<file path="config.mk">
export PLATFORM = sky130hd
export DESIGN_NAME = move_sequencer
export DESIGN_NICKNAME = d
export VERILOG_FILES = /design/src/rtl/move_sequencer_pkg.sv /design/src/rtl/move_watchdog.sv /design/src/rtl/move_sequencer.sv
export SDC_FILE = /design/constraint.sdc
export NUM_CORES = 1
export LEC_CHECK = 0
export CAP_MARGIN = 20
export CORE_MARGIN = 4
export CORE_UTILIZATION = 45
export DETAILED_ROUTE_END_ITERATION = 10
export DONT_BUFFER_PORTS = 1
export GPL_ROUTABILITY_DRIVEN = 1
export GPL_TIMING_DRIVEN = 0
export PLACE_DENSITY = 0.71
export SLEW_MARGIN = 5
export SYNTH_ARGS = -nofsm -noshare
export SYNTH_HDL_FRONTEND = slang
export SYNTH_SLANG_ARGS = --single-unit
</file>
<file path="constraint.sdc">
create_clock -name in_clka -period 2.88 [get_ports in_clka]
set_input_delay 0 -clock in_clka [delete_from_list [all_inputs] [get_ports in_clka]]
set_output_delay 0 -clock in_clka [all_outputs]
set_load 0.03 [all_outputs]
</file>
<file path="src/rtl/move_sequencer_pkg.sv">
// Shared types and board constants for the player move sequencer and the game-core integration.
// Pure declarations: no latency and no backpressure.
package move_sequencer_pkg;

    localparam int NUM_CELLS      = 9;
    localparam int CELL_W         = 4;
    localparam int TIMEOUT_CYCLES = 16;
    localparam int WD_W           = 5;

    localparam logic [NUM_CELLS-1:0] BOARD_ALL = {NUM_CELLS{1'b1}};

    typedef enum logic [2:0] {
        IDLE,
        PLACE,
        READY,
        SEND,
        WAIT_ALU,
        CHECK,
        WIN,
        LOSE
    } seq_state_t;

    // Every cell is either cleared or mined, and no mine has been cleared.
    function automatic logic board_won(input logic [NUM_CELLS-1:0] mask,
                                       input logic [NUM_CELLS-1:0] mines);
        return ((mask | mines) == BOARD_ALL) && ((mask & mines) == '0);
    endfunction

endpackage

</file>
<file path="src/rtl/move_watchdog.sv">
// Watchdog counter for waits on the game core; clear wins over enable.
// expired_o decodes the counter register in the cycle it reaches TIMEOUT_CYCLES-1; no backpressure.
module move_watchdog
    import move_sequencer_pkg::*;
(
    input  logic clk_i,
    input  logic rst_i,
    input  logic clr_i,
    input  logic en_i,
    output logic expired_o
);

    logic [WD_W-1:0] count_q;
    logic [WD_W-1:0] count_d;

    always_comb begin
        count_d = count_q;
        if (clr_i) begin
            count_d = '0;
        end else if (en_i) begin
            count_d = count_q + WD_W'(1);
        end
    end

    always_ff @(posedge clk_i or posedge rst_i) begin
        if (rst_i) begin
            count_q <= '0;
        end else begin
            count_q <= count_d;
        end
    end

    assign expired_o = (count_q == WD_W'(TIMEOUT_CYCLES - 1));

endmodule

</file>
<file path="src/rtl/move_sequencer.sv">
// Turns player requests into place/move handshakes for the game core and tracks game status.
// Move strobe one cycle after acceptance; requests are only taken while out_cell_ready is high.
module move_sequencer
    import move_sequencer_pkg::*;
(
    input  logic                 in_clka,
    input  logic                 in_restart,
    input  logic                 in_start_req,
    input  logic                 in_cell_valid,
    input  logic [CELL_W-1:0]    in_cell_sel,
    output logic                 out_cell_ready,
    output logic                 out_place,
    output logic                 out_data_in,
    output logic [CELL_W-1:0]    out_data,
    input  logic                 in_place_done,
    input  logic                 in_alu_done,
    input  logic                 in_gameover,
    input  logic [NUM_CELLS-1:0] in_mines,
    input  logic [NUM_CELLS-1:0] in_temp_cleared,
    output logic                 out_reject,
    output logic [CELL_W-1:0]    out_moves,
    output logic                 out_win,
    output logic                 out_lose,
    output logic                 out_error
);

    seq_state_t           state_q, state_d;
    logic [NUM_CELLS-1:0] mask_q, mask_d;
    logic [NUM_CELLS-1:0] cleared_q, cleared_d;
    logic [NUM_CELLS-1:0] mines_q, mines_d;
    logic                 gameover_q, gameover_d;
    logic [CELL_W-1:0]    moves_q, moves_d;
    logic [CELL_W-1:0]    data_q, data_d;
    logic                 place_q, place_d;
    logic                 ready_q, ready_d;
    logic                 strobe_q, strobe_d;
    logic                 reject_q, reject_d;
    logic                 win_q, win_d;
    logic                 lose_q, lose_d;
    logic                 error_q, error_d;

    logic                 new_game;
    logic                 wd_clr;
    logic                 wd_en;
    logic                 wd_expired;
    logic [NUM_CELLS-1:0] sel_bit;
    logic                 sel_illegal;

    // Out-of-range selects shift the bit off the board, so sel_bit is 0 for them.
    assign sel_bit     = NUM_CELLS'(1) << in_cell_sel;
    assign sel_illegal = (in_cell_sel >= CELL_W'(NUM_CELLS)) || ((mask_q & sel_bit) != '0);

    always_comb begin
        state_d    = state_q;
        mask_d     = mask_q;
        cleared_d  = cleared_q;
        mines_d    = mines_q;
        gameover_d = gameover_q;
        moves_d    = moves_q;
        data_d     = data_q;
        reject_d   = 1'b0;
        win_d      = win_q;
        lose_d     = lose_q;
        error_d    = error_q;
        new_game   = 1'b0;

        unique case (state_q)
            IDLE: begin
                if (in_start_req) begin
                    state_d  = PLACE;
                    new_game = 1'b1;
                end
            end
            PLACE: begin
                if (in_place_done) begin
                    state_d = READY;
                end else if (wd_expired) begin
                    state_d = IDLE;
                    error_d = 1'b1;
                end
            end
            READY: begin
                if (in_cell_valid) begin
                    if (sel_illegal) begin
                        reject_d = 1'b1;
                    end else begin
                        data_d  = in_cell_sel;
                        state_d = SEND;
                    end
                end
            end
            SEND: begin
                state_d = WAIT_ALU;
            end
            WAIT_ALU: begin
                if (in_alu_done) begin
                    cleared_d  = in_temp_cleared;
                    mines_d    = in_mines;
                    gameover_d = in_gameover;
                    state_d    = CHECK;
                end else if (wd_expired) begin
                    state_d = IDLE;
                    error_d = 1'b1;
                end
            end
            CHECK: begin
                if (moves_q < CELL_W'(NUM_CELLS)) begin
                    moves_d = moves_q + CELL_W'(1);
                end
                mask_d = cleared_q;
                if (gameover_q) begin
                    state_d = LOSE;
                    lose_d  = 1'b1;
                end else if (board_won(cleared_q, mines_q)) begin
                    state_d = WIN;
                    win_d   = 1'b1;
                end else begin
                    state_d = READY;
                end
            end
            WIN, LOSE: begin
                state_d = state_q;
            end
            default: state_d = IDLE;
        endcase

        // A new-game request aborts mid-game work, including a same-cycle move or done strobe.
        if (in_start_req && (state_q != IDLE) && (state_q != PLACE)) begin
            state_d  = PLACE;
            new_game = 1'b1;
            reject_d = 1'b0;
            data_d   = data_q;
        end

        if (new_game) begin
            mask_d  = '0;
            moves_d = '0;
            win_d   = 1'b0;
            lose_d  = 1'b0;
            error_d = 1'b0;
        end

        place_d  = (state_d == PLACE);
        ready_d  = (state_d == READY);
        strobe_d = (state_d == SEND);
    end

    assign wd_en  = (state_q == PLACE) || (state_q == WAIT_ALU);
    assign wd_clr = ((state_d == PLACE) && (state_q != PLACE)) ||
                    ((state_d == WAIT_ALU) && (state_q != WAIT_ALU));

    move_watchdog u_watchdog (
        .clk_i     (in_clka),
        .rst_i     (in_restart),
        .clr_i     (wd_clr),
        .en_i      (wd_en),
        .expired_o (wd_expired)
    );

    always_ff @(posedge in_clka or posedge in_restart) begin
        if (in_restart) begin
            state_q    <= IDLE;
            mask_q     <= '0;
            cleared_q  <= '0;
            mines_q    <= '0;
            gameover_q <= 1'b0;
            moves_q    <= '0;
            data_q     <= '0;
            place_q    <= 1'b0;
            ready_q    <= 1'b0;
            strobe_q   <= 1'b0;
            reject_q   <= 1'b0;
            win_q      <= 1'b0;
            lose_q     <= 1'b0;
            error_q    <= 1'b0;
        end else begin
            state_q    <= state_d;
            mask_q     <= mask_d;
            cleared_q  <= cleared_d;
            mines_q    <= mines_d;
            gameover_q <= gameover_d;
            moves_q    <= moves_d;
            data_q     <= data_d;
            place_q    <= place_d;
            ready_q    <= ready_d;
            strobe_q   <= strobe_d;
            reject_q   <= reject_d;
            win_q      <= win_d;
            lose_q     <= lose_d;
            error_q    <= error_d;
        end
    end

    assign out_cell_ready = ready_q;
    assign out_place      = place_q;
    assign out_data_in    = strobe_q;
    assign out_data       = data_q;
    assign out_reject     = reject_q;
    assign out_moves      = moves_q;
    assign out_win        = win_q;
    assign out_lose       = lose_q;
    assign out_error      = error_q;

endmodule

</file>
==> results of run 1 <==
## report_power, final
group / total [mW] / internal, mW / switching [mW]
registers: 1.20 / 0.919 / 0.281
clock network: 0.441 / 0.179 / 0.262
logic: 0.742 / 0.388 / 0.354
total: 2.38 / 1.49 / 0.897
## state kept, by name, summed over array words and instances (netlist names)
| register | count |
|---|---|
| cleared_q | 9 |
| gameover_q | 1 |
| mask_q | 9 |
| mines_q | 9 |
| out_cell_ready | 1 |
| out_data | 4 |
| out_data_in | 1 |
| out_error | 1 |
| out_lose | 1 |
| out_moves | 4 |
| out_place | 1 |
| out_reject | 1 |
| out_win | 1 |
| state_q | 3 |
| u_watchdog.count_q | 5 |
## placed cells by master, fill, tap and decap left out, drive strengths merged, types with 6 or more instances in the layout
cell         synthesis  final
clkbuf               3      8
xnor2               11     11
nand2               22     22
a21oi               14     14
dfrtp               51     51
nor2b                6      6
nor2                16     16
nor3                 8      8
dlygate4sd3          0     26
inv                  8      9
buf                  6      7
mux2                23     23
## per-stage QoR
step	std cells	setup slack (ps)	hold slack [ps]	instance area, um2
after floorplan	221	784	150	2460
after global placement	291	589	152	2550
after detailed placement	292	549	-41.5	2570
after CTS	326	511	20.0	2930
after global routing	326	334	51.1	2930
final	326	520	36.9	2930
## kinds of logic (layout without fill, tap and decap cells)
family / after synthesis / count (layout) / share of synthesized area, %
compound gates: 34 / 34 / 9.96
xor+xnor: 15 / 15 / 5.34
fa+ha+maj: 4 / 4 / 2.03
buf+inv: 17 / 52 / 3.10
flops: 51 / 51 / 51.8
mux: 28 / 28 / 12.6
simple gates: 72 / 72 / 15.2
## synthesized netlist by cell type (2+ instances only)
library cell / count
nor2_1: 16
nand2b_1: 2
a22oi_1: 2
a21o_1: 2
inv_1: 8
o21ai_0: 3
nor4_1: 2
clkbuf_1: 3
ha_1: 4
and3_1: 2
nor2b_1: 6
mux2i_1: 5
nand4_1: 2
nand2_1: 22
xor2_1: 4
mux2_2: 23
buf_4: 2
buf_2: 4
nor3b_1: 3
a21oi_1: 14
nor3_1: 7
dfrtp_1: 51
xnor2_1: 11
o21ba_2: 2
## how the worst max path moves through the flow
stage / start / cells after the start / to / slack (ps)
5_1_grt: u_watchdog.count_q[0] / 8 / out_data[3] / 330
3_5_place_dp: u_watchdog.count_q[0] / 8 / out_data[0] / 550
4_1_cts: u_watchdog.count_q[0] / 8 / out_data[1] / 510
3_3_place_gp: u_watchdog.count_q[0] / 8 / out_data[0] / 590
6_report: u_watchdog.count_q[0] / 8 / out_data[1] / 520
2_1_floorplan: u_watchdog.count_q[0] / 8 / out_data[0] / 780
## worst reg2reg max path, stage by stage (launching register included)
cell	delay (ps)
dfrtp_1	420
ha_1	220
and3_1	180
ha_1	210
nor4b_1	290
nor3_1	70
a22oi_1	300
o211ai_2	220
mux2_2	320
## layout make-up
class	instances	area, um2
plain buffers	9	46.3
clock buffers	5	68.8
clock inverters	3	27.5
fillers	461	2280
inverters	8	30.0
multi-input cells	153	1110
flip-flops and latches	51	1280
well taps	70	87.6
repair buffers	27	280
## routing by layer
metal | vias to the layer above | routed length [um] | GRT usage [%] | share of wire (%)
met1 | 809 | 2240 | 22.5 | 45
met2 | 42 | 2370 | 26.8 | 48
met3 | 8 | 264 | 4.17 | 5.4
met5 | - | 0 | 0 | 0
li1 | 840 | - | - | -
met4 | 0 | 55 | 4.49 | 1.1
## what timing repair did
action	in CTS	in global routing
hold endpoints to repair	48	0
buffers inserted	0	0
hold buffers	26	0
==> impl_metrics.toml, run 1 <==
[global_route]
overflow = 0
antenna_found_initial = 0
grt_max_degree = 29
grt_pass1_vias = 1741
grt_util_all_layers_pct = 16.7
grt_pass1_wl_mm = 8.56

[floorplanning]
start_util_pct = 47.3
io_pins = 44
chipHeight_um = 82.0
die_w_um = 82.0
die-area_um2 = 6720
coreArea_um2 = 5200
rows = 26

[timing]
timing.final.crit_share_pct = 82.0
rsz0062_at_grt = "false"
finalHoldViolations = 0
slew_headroom_pct = 64.5
slew_violations = 0
clock.fmax_mhz = 424
finalSetupTns_ps = 0
period_needed_ps = 2360
tightest_slew_ps = 532
setup_viol = 0
skew_ps = 5.68

[clock_network]
cts.repair.resized = 0
cts.clk_slew.worst_paths_ps = 100
clock-sinks = 51
cts_made_buffers = 5
root_buffer = "clkbuf_8"
clk-insertion-delay-late_ps = 310
cts_buffer_depth = 2
cts_tree = "done"
htree_levels = 2

[worst_setup_path]
rr_endpoint = "out_data[1]"
path_buf_inv = 0
r2r-start = "u_watchdog.count_q[0]"
crit_chain = "ha_1 > and3_1 > ha_1 > nor4b_1 > nor3_1 > a22oi_1 > o211ai_2 > mux2_2"
reg2reg_depth = 8
critical_path.max_fanout = 5
critPathKind = "flip-flop to flip-flop"
crit_required_ps = 3080
start_kind = "flip-flop"
end_kind = "flip-flop"
critPathSlowestCell = "dfrtp_1"
worst-endpoint-arrival_ps = 2560
rrSetupSlack_ps = 520
cp_common_cell = "ha_1"
cpLargestDelayFamily = "simple AND/OR/NAND/NOR gates"
slowest_delay_ps = 420

[yosys]
synth_seq_cells = 51
synthArstFlopShare_pct = 100
syn_inst = 221
synth_cell_type_count = 45
syn_avg_cell_area_um2 = 11.1
synthFlopType = "dfrtp_1"
ys_warn_count = 0
netlist_top_cells_area = "dfrtp_1 (52%), mux2_2 (11%), xnor2_1 (3.9%)"
synth_top_area_cell = "dfrtp_1"
seq_area_frac_synth_pct = 51.8
synth_area_um2 = 2460
synth.top_cell.area_share_pct = 51.8
syn_nets = 254
synth-edff-count = 0

[layout]
drive_gt1_share_pct = 18.8
layout-area-overhead-vs-synth_pct = 18.9
num_antenna_cells = 0
finish.utilization_pct = 56.2
nNetsFinal = 288

[outcome]
status = "complete, no violations"

[placed_design]
place_hpwl_mm = 3.49
gp_congestion = 0.861
port_buffers = 0

[worst_hold_path]
hold-path-endpoint = "out_reject"
whs_path_depth = 4
hold_path.class = "primary input to flip-flop"
hold_path_startpoint = "in_cell_sel[1]"

[power_and_ir_drop]
ir_drop_mv = 0.475
p_leak_nw = 1.30
power.total_mw = 2.38
p_per_area_nw_per_um2 = 814

[route]
drc_errors = 0
via_per_inst = 5.21
drt_wl_total_mm = 4.93
detail_route.wl_per_cell_um = 15.1
vias = 1699
detail_route.iter0.violations = 39
dr.pass1.iters = 4
postRouteAntennaNets = 0

[run]
maxCapViolations = 0
Power figures use the tool's default switching activity.
==> run 2: changes to the inputs <==
- clock period: 2.88 -> 2.3 ns (I/O delays scaled with it)
==> impl_metrics.toml, run 2 (same netlist as run 1, synthesis figures left out) <==
[worst_hold_path]
hold_path.class = "primary input to flip-flop"

[placed_design]
place_hpwl_mm = 3.49
port_buffers = 0
dpl.cell_count = 292
gp_congestion = 0.861
place_ws_ps = -30.9

[global_route]
grt_pass1_vias = 1743
antenna_found_initial = 0
grt_pass1_wl_mm = 8.56
grt_util_all_layers_pct = 16.7
overflow = 0
grt_max_degree = 29

[timing]
slew_headroom_pct = 64.3
setup_viol = 0
fin_ws_ps = 89.3
skew_ps = 6.76
tightest_slew_ps = 535
finalHoldViolations = 0
slew_violations = 0
finalSetupTns_ps = 0
clock.fmax_mhz = 452
timing.final.crit_share_pct = 96.1
hold_slack_ps = 30.2
period_needed_ps = 2210

[floorplanning]
rows = 26
start_util_pct = 47.3
chipHeight_um = 82.0
coreArea_um2 = 5200
io_pins = 44
die_w_um = 82.0
die-area_um2 = 6720

[worst_setup_path]
cpLargestDelayFamily = "compound AO/OA/AOI/OAI gates"
worst-endpoint-arrival_ps = 2410
reg2reg_depth = 8
critical_path.startpoint = "u_watchdog.count_q[0]"
crit_end = "out_data[1]"
end_kind = "flip-flop"
crit_chain = "ha_1 > and3_1 > ha_1 > nor3b_1 > o21ai_1 > a22oi_1 > o211ai_4 > mux2_2"
critPathKind = "flip-flop to flip-flop"
cp_common_cell = "ha_1"
crit_cells = 8
critPathSlowestCell = "dfrtp_1"
slowest_delay_ps = 420
crit_required_ps = 2500
rrSetupSlack_ps = 90
start_kind = "flip-flop"
critical_path.max_fanout = 5
path_buf_inv = 0
r2r-start = "u_watchdog.count_q[0]"
rr_endpoint = "out_data[1]"

[layout]
reg_top3 = "cleared_q (9), mask_q (9), mines_q (9)"
nNetsFinal = 291
mostFrequentLayoutCells = "dfrtp_1 (51), dlygate4sd3_1 (26), mux2_2 (23)"
multi_input_area_um2 = 1140
num_antenna_cells = 0
nFillCells = 454
final_common_cell = "dfrtp_1"
drive_gt1_share_pct = 20.5
finalNonFillerCells = 329
finish.utilization_pct = 57.2
layout-area-overhead-vs-synth_pct = 20.9
regArea_um2 = 1280

[clock_network]
clk-insertion-delay-late_ps = 310
clock-sinks = 51
cts.clk_slew.worst_paths_ps = 100
root_buffer = "clkbuf_8"
htree_levels = 2
cts_made_buffers = 5
cts_tree = "done"
cts_buffer_depth = 2

[route]
dr.pass1.iters = 4
postRouteAntennaNets = 0
drt_wl_total_mm = 5.04
vias = 1721
detail_route.wl_per_cell_um = 15.3
via_per_inst = 5.23
detail_route.iter0.violations = 67
drc_errors = 0

[run]
maxCapViolations = 0

[power_and_ir_drop]
ir_drop_mv = 0.598
p_per_area_nw_per_um2 = 1020
p_leak_nw = 1.32

[outcome]
status = "complete, no violations"
[run 2: power by group]
part | internal [mW] | switching (mW) | leakage (nW)
Combinational | 0.509 | 0.476 | 0.596
Sequential | 1.15 | 0.352 | 0.677
Clock | 0.224 | 0.325 | 0.0463
[run 2: worst min path at each step]
stage                         from     endpoint  slack (ps)  depth (start not counted)
finish                in_start_req   state_q[1]          30                          3
floorplan           in_cell_sel[1]  out_data[1]         150                          1
global route        in_cell_sel[1]   out_reject          60                          4
global placement    in_cell_sel[1]  out_data[1]         150                          1
detailed placement      in_restart   mines_q[8]         -40                          1
CTS                   in_start_req   state_q[1]          20                          3
[run 2: stage by stage]
step	power (mW)	area, um2
final	3.04	2980
after global routing	3.26	2980
after CTS	3.00	2930
after detailed placement	2.41	2570
after global placement	2.38	2550
after floorplan	2.21	2460
[run 2: per-layer routing]
layer	GRT usage (%)	part of all wire, %	vias to the layer above
met4	4.49	1.4	0
met3	4.17	4.8	10
li1	-	-	843
met1	22.5	45	829
met2	26.8	49	39
met5	0	0	-
[run 2: worst reg2reg max path: stages, from the launching register on]
cell and delay [ps]:
dfrtp_1 420, ha_1 220, and3_1 180, ha_1 220, nor3b_1 150, o21ai_1 200
a22oi_1 180, o211ai_4 160, mux2_2 360
[run 2: what timing repair did]
item	CTS	global route
endpoints found under the setup margin	4	4
hold endpoints to repair	48	0
hold buffers	26	0
pin swaps	1	3
buffers inserted	0	3
gates resized for setup	1	4
[run 2: final cells by class]
cell class                      count  area share, %
Sequential cell                    51           42.9
Multi-Input combinational cell    153           38.2
Timing Repair Buffer               30           10.2
Tap cell                           70           2.94
Clock buffer                        5           2.31
Buffer                              9           1.56
Inverter                            8           1.01
Clock inverter                      3          0.925
==> run 3: changes to the inputs <==
==> constraint.sdc (replaced) <==
create_clock -name in_clka -period 2.3 [get_ports in_clka]
set_input_delay 0.23 -clock in_clka [delete_from_list [all_inputs] [get_ports in_clka]]
set_output_delay 0.23 -clock in_clka [all_outputs]
set_load 0.03 [all_outputs]
==> impl_metrics.toml, run 3 (same netlist as run 1, synthesis figures left out) <==
[floorplanning]
chipHeight_um = 82.0
die_w_um = 82.0
io_pins = 44
coreArea_um2 = 5200
die-area_um2 = 6720
rows = 26
start_util_pct = 47.3

[power_and_ir_drop]
p_leak_nw = 1.21
clockPowerShare_pct = 18.3
combPwrFrac_pct = 31.6
p_per_area_nw_per_um2 = 1090
p_int_mw = 1.86
seq_power_share_pct = 50.2
power.switching_mw = 1.13
ir_drop_mv = 0.639
power.total_mw = 2.98
sw_frac_of_total_pct = 37.8

[route]
drt_wl_total_mm = 4.74
dr.pass1.iters = 4
detail_route.iter0.violations = 54
vias = 1638
postRouteAntennaNets = 0
via_per_inst = 5.39
detail_route.wl_per_cell_um = 15.6
drc_errors = 0

[placed_design]
dpl_cell_area_um2 = 2570
gp_congestion = 0.861
port_buffers = 0
place_hpwl_mm = 3.49

[layout]
num_antenna_cells = 0
mostFrequentLayoutCells = "dfrtp_1 (51), mux2_2 (23), nand2_1 (22)"
finish.utilization_pct = 52.4
drive_gt1_share_pct = 22.6
nNetsFinal = 266
nFillCells = 479
finalInstanceArea_um2 = 2730
layout-area-overhead-vs-synth_pct = 10.7
final_common_cell = "dfrtp_1"
reg_top3 = "cleared_q (9), mask_q (9), mines_q (9)"

[clock_network]
cts_tree = "done"
clock-sinks = 51
cts.clk_slew.worst_paths_ps = 100
cts_made_buffers = 5
cts_buffer_depth = 2
htree_levels = 2
root_buffer = "clkbuf_8"
clk-insertion-delay-late_ps = 310

[worst_setup_path]
worst-endpoint-arrival_ps = 2370
critPathKind = "flip-flop to flip-flop"
end_kind = "flip-flop"
crit_required_ps = 2490
slowest_delay_ps = 420
crit_chain = "ha_1 > and3_1 > ha_1 > nor3b_1 > o21ai_1 > a22oi_1 > o211ai_4 > mux2_2"
cp_common_cell = "ha_1"
start_kind = "flip-flop"
critPathSlowestCell = "dfrtp_1"
critical_path.max_fanout = 5

[worst_hold_path]
hold_path.class = "primary input to flip-flop"

[timing]
period_needed_ps = 2180
finalHoldViolations = 0
timing.final.crit_share_pct = 94.7
rsz0062_at_grt = "false"
slew_headroom_pct = 62.8
setup_viol = 0
slew_violations = 0
clock.fmax_mhz = 459
skew_ps = 10.0
tightest_slew_ps = 558

[global_route]
antenna_found_initial = 0
grt_max_degree = 29
overflow = 0
grt_util_all_layers_pct = 15.9
grt_pass1_wl_mm = 8.14
grt_pass1_vias = 1635

[run]
maxCapViolations = 0

[outcome]
status = "complete, no violations"
==> run 3: stage by stage <==
stage | setup TNS, ps | worst slack, ps | std cells | hold slack, ps
2_1_floorplan | 0 | 204 | 221 | 380
3_3_place_gp | 0 | 8.95 | 291 | 382
3_5_place_dp | -120 | -30.9 | 292 | 189
4_1_cts | 0 | 3.37 | 301 | 55.8
5_1_grt | 0 | 15.4 | 304 | 40.2
6_report | 0 | 122 | 304 | 61.2
==> run 3: what timing repair did <==
| action | 4_1_cts | 5_1_grt |
|---|---|---|
| gates resized for setup | 1 | 4 |
| gates cloned | 0 | 0 |
| setup endpoints to repair | 4 | 4 |
| pin swaps | 1 | 3 |
| buffers inserted | 0 | 3 |
| endpoints found under the hold margin | 23 | 0 |
| hold buffers | 1 | 0 |
==> run 3: per-layer routing <==
layer  up-vias  part of all wire (%)  global-route usage [%]
met2        40                    45                    23.6
li1        800                     -                       -
met5         -                     0                       0
met1       790                    47                    22.0
met4         0                   1.2                    4.49
met3         8                   6.8                    5.70
==> run 3: power groups by stage <==
stage	combinational, mW	clock [mW]	sequential [mW]
finish	0.942	0.546	1.50
global route	1.07	0.606	1.54
CTS	0.907	0.559	1.50
detailed placement	0.891	0	1.52
global placement	0.869	0	1.51
floorplan	0.759	0	1.46
==> run 3: final cells by class <==
class / count / area (um2) / area share, %
inverter: 8 / 30.0 / 1.10
clock inverter: 3 / 27.5 / 1.01
timing repair buffer: 5 / 52.6 / 1.93
multi-input combinational: 153 / 1140 / 41.7
sequential: 51 / 1280 / 46.8
tap: 70 / 87.6 / 3.21
buffer: 9 / 46.3 / 1.70
clock buffer: 5 / 68.8 / 2.52
==> run 3: critical path: cells and delay by family (launching register included) <==
family,cells,cell delay [ps]
mux,1,360
compound gates,3,500
fa+ha+maj,2,440
simple gates,2,330
flops,1,420
==> run 3: final timing paths <==
| path | from | to | slack [ps] | depth (start not counted) |
|---|---|---|---|---|
| setup / recovery | u_watchdog.count_q[0] | out_data[1] | 120 | 8 |
| hold / removal | in_mines[2] | mines_q[2] | 60 | 1 |
| setup reg to reg | u_watchdog.count_q[0] | out_data[1] | 120 | 8 |
| hold reg to reg | mask_q[6] | mask_q[6] | 530 | 2 |
| max in group asynchronous | in_restart | out_moves[2] | 1340 | 3 |
| min in group asynchronous | in_restart | mines_q[8] | 420 | 2 |
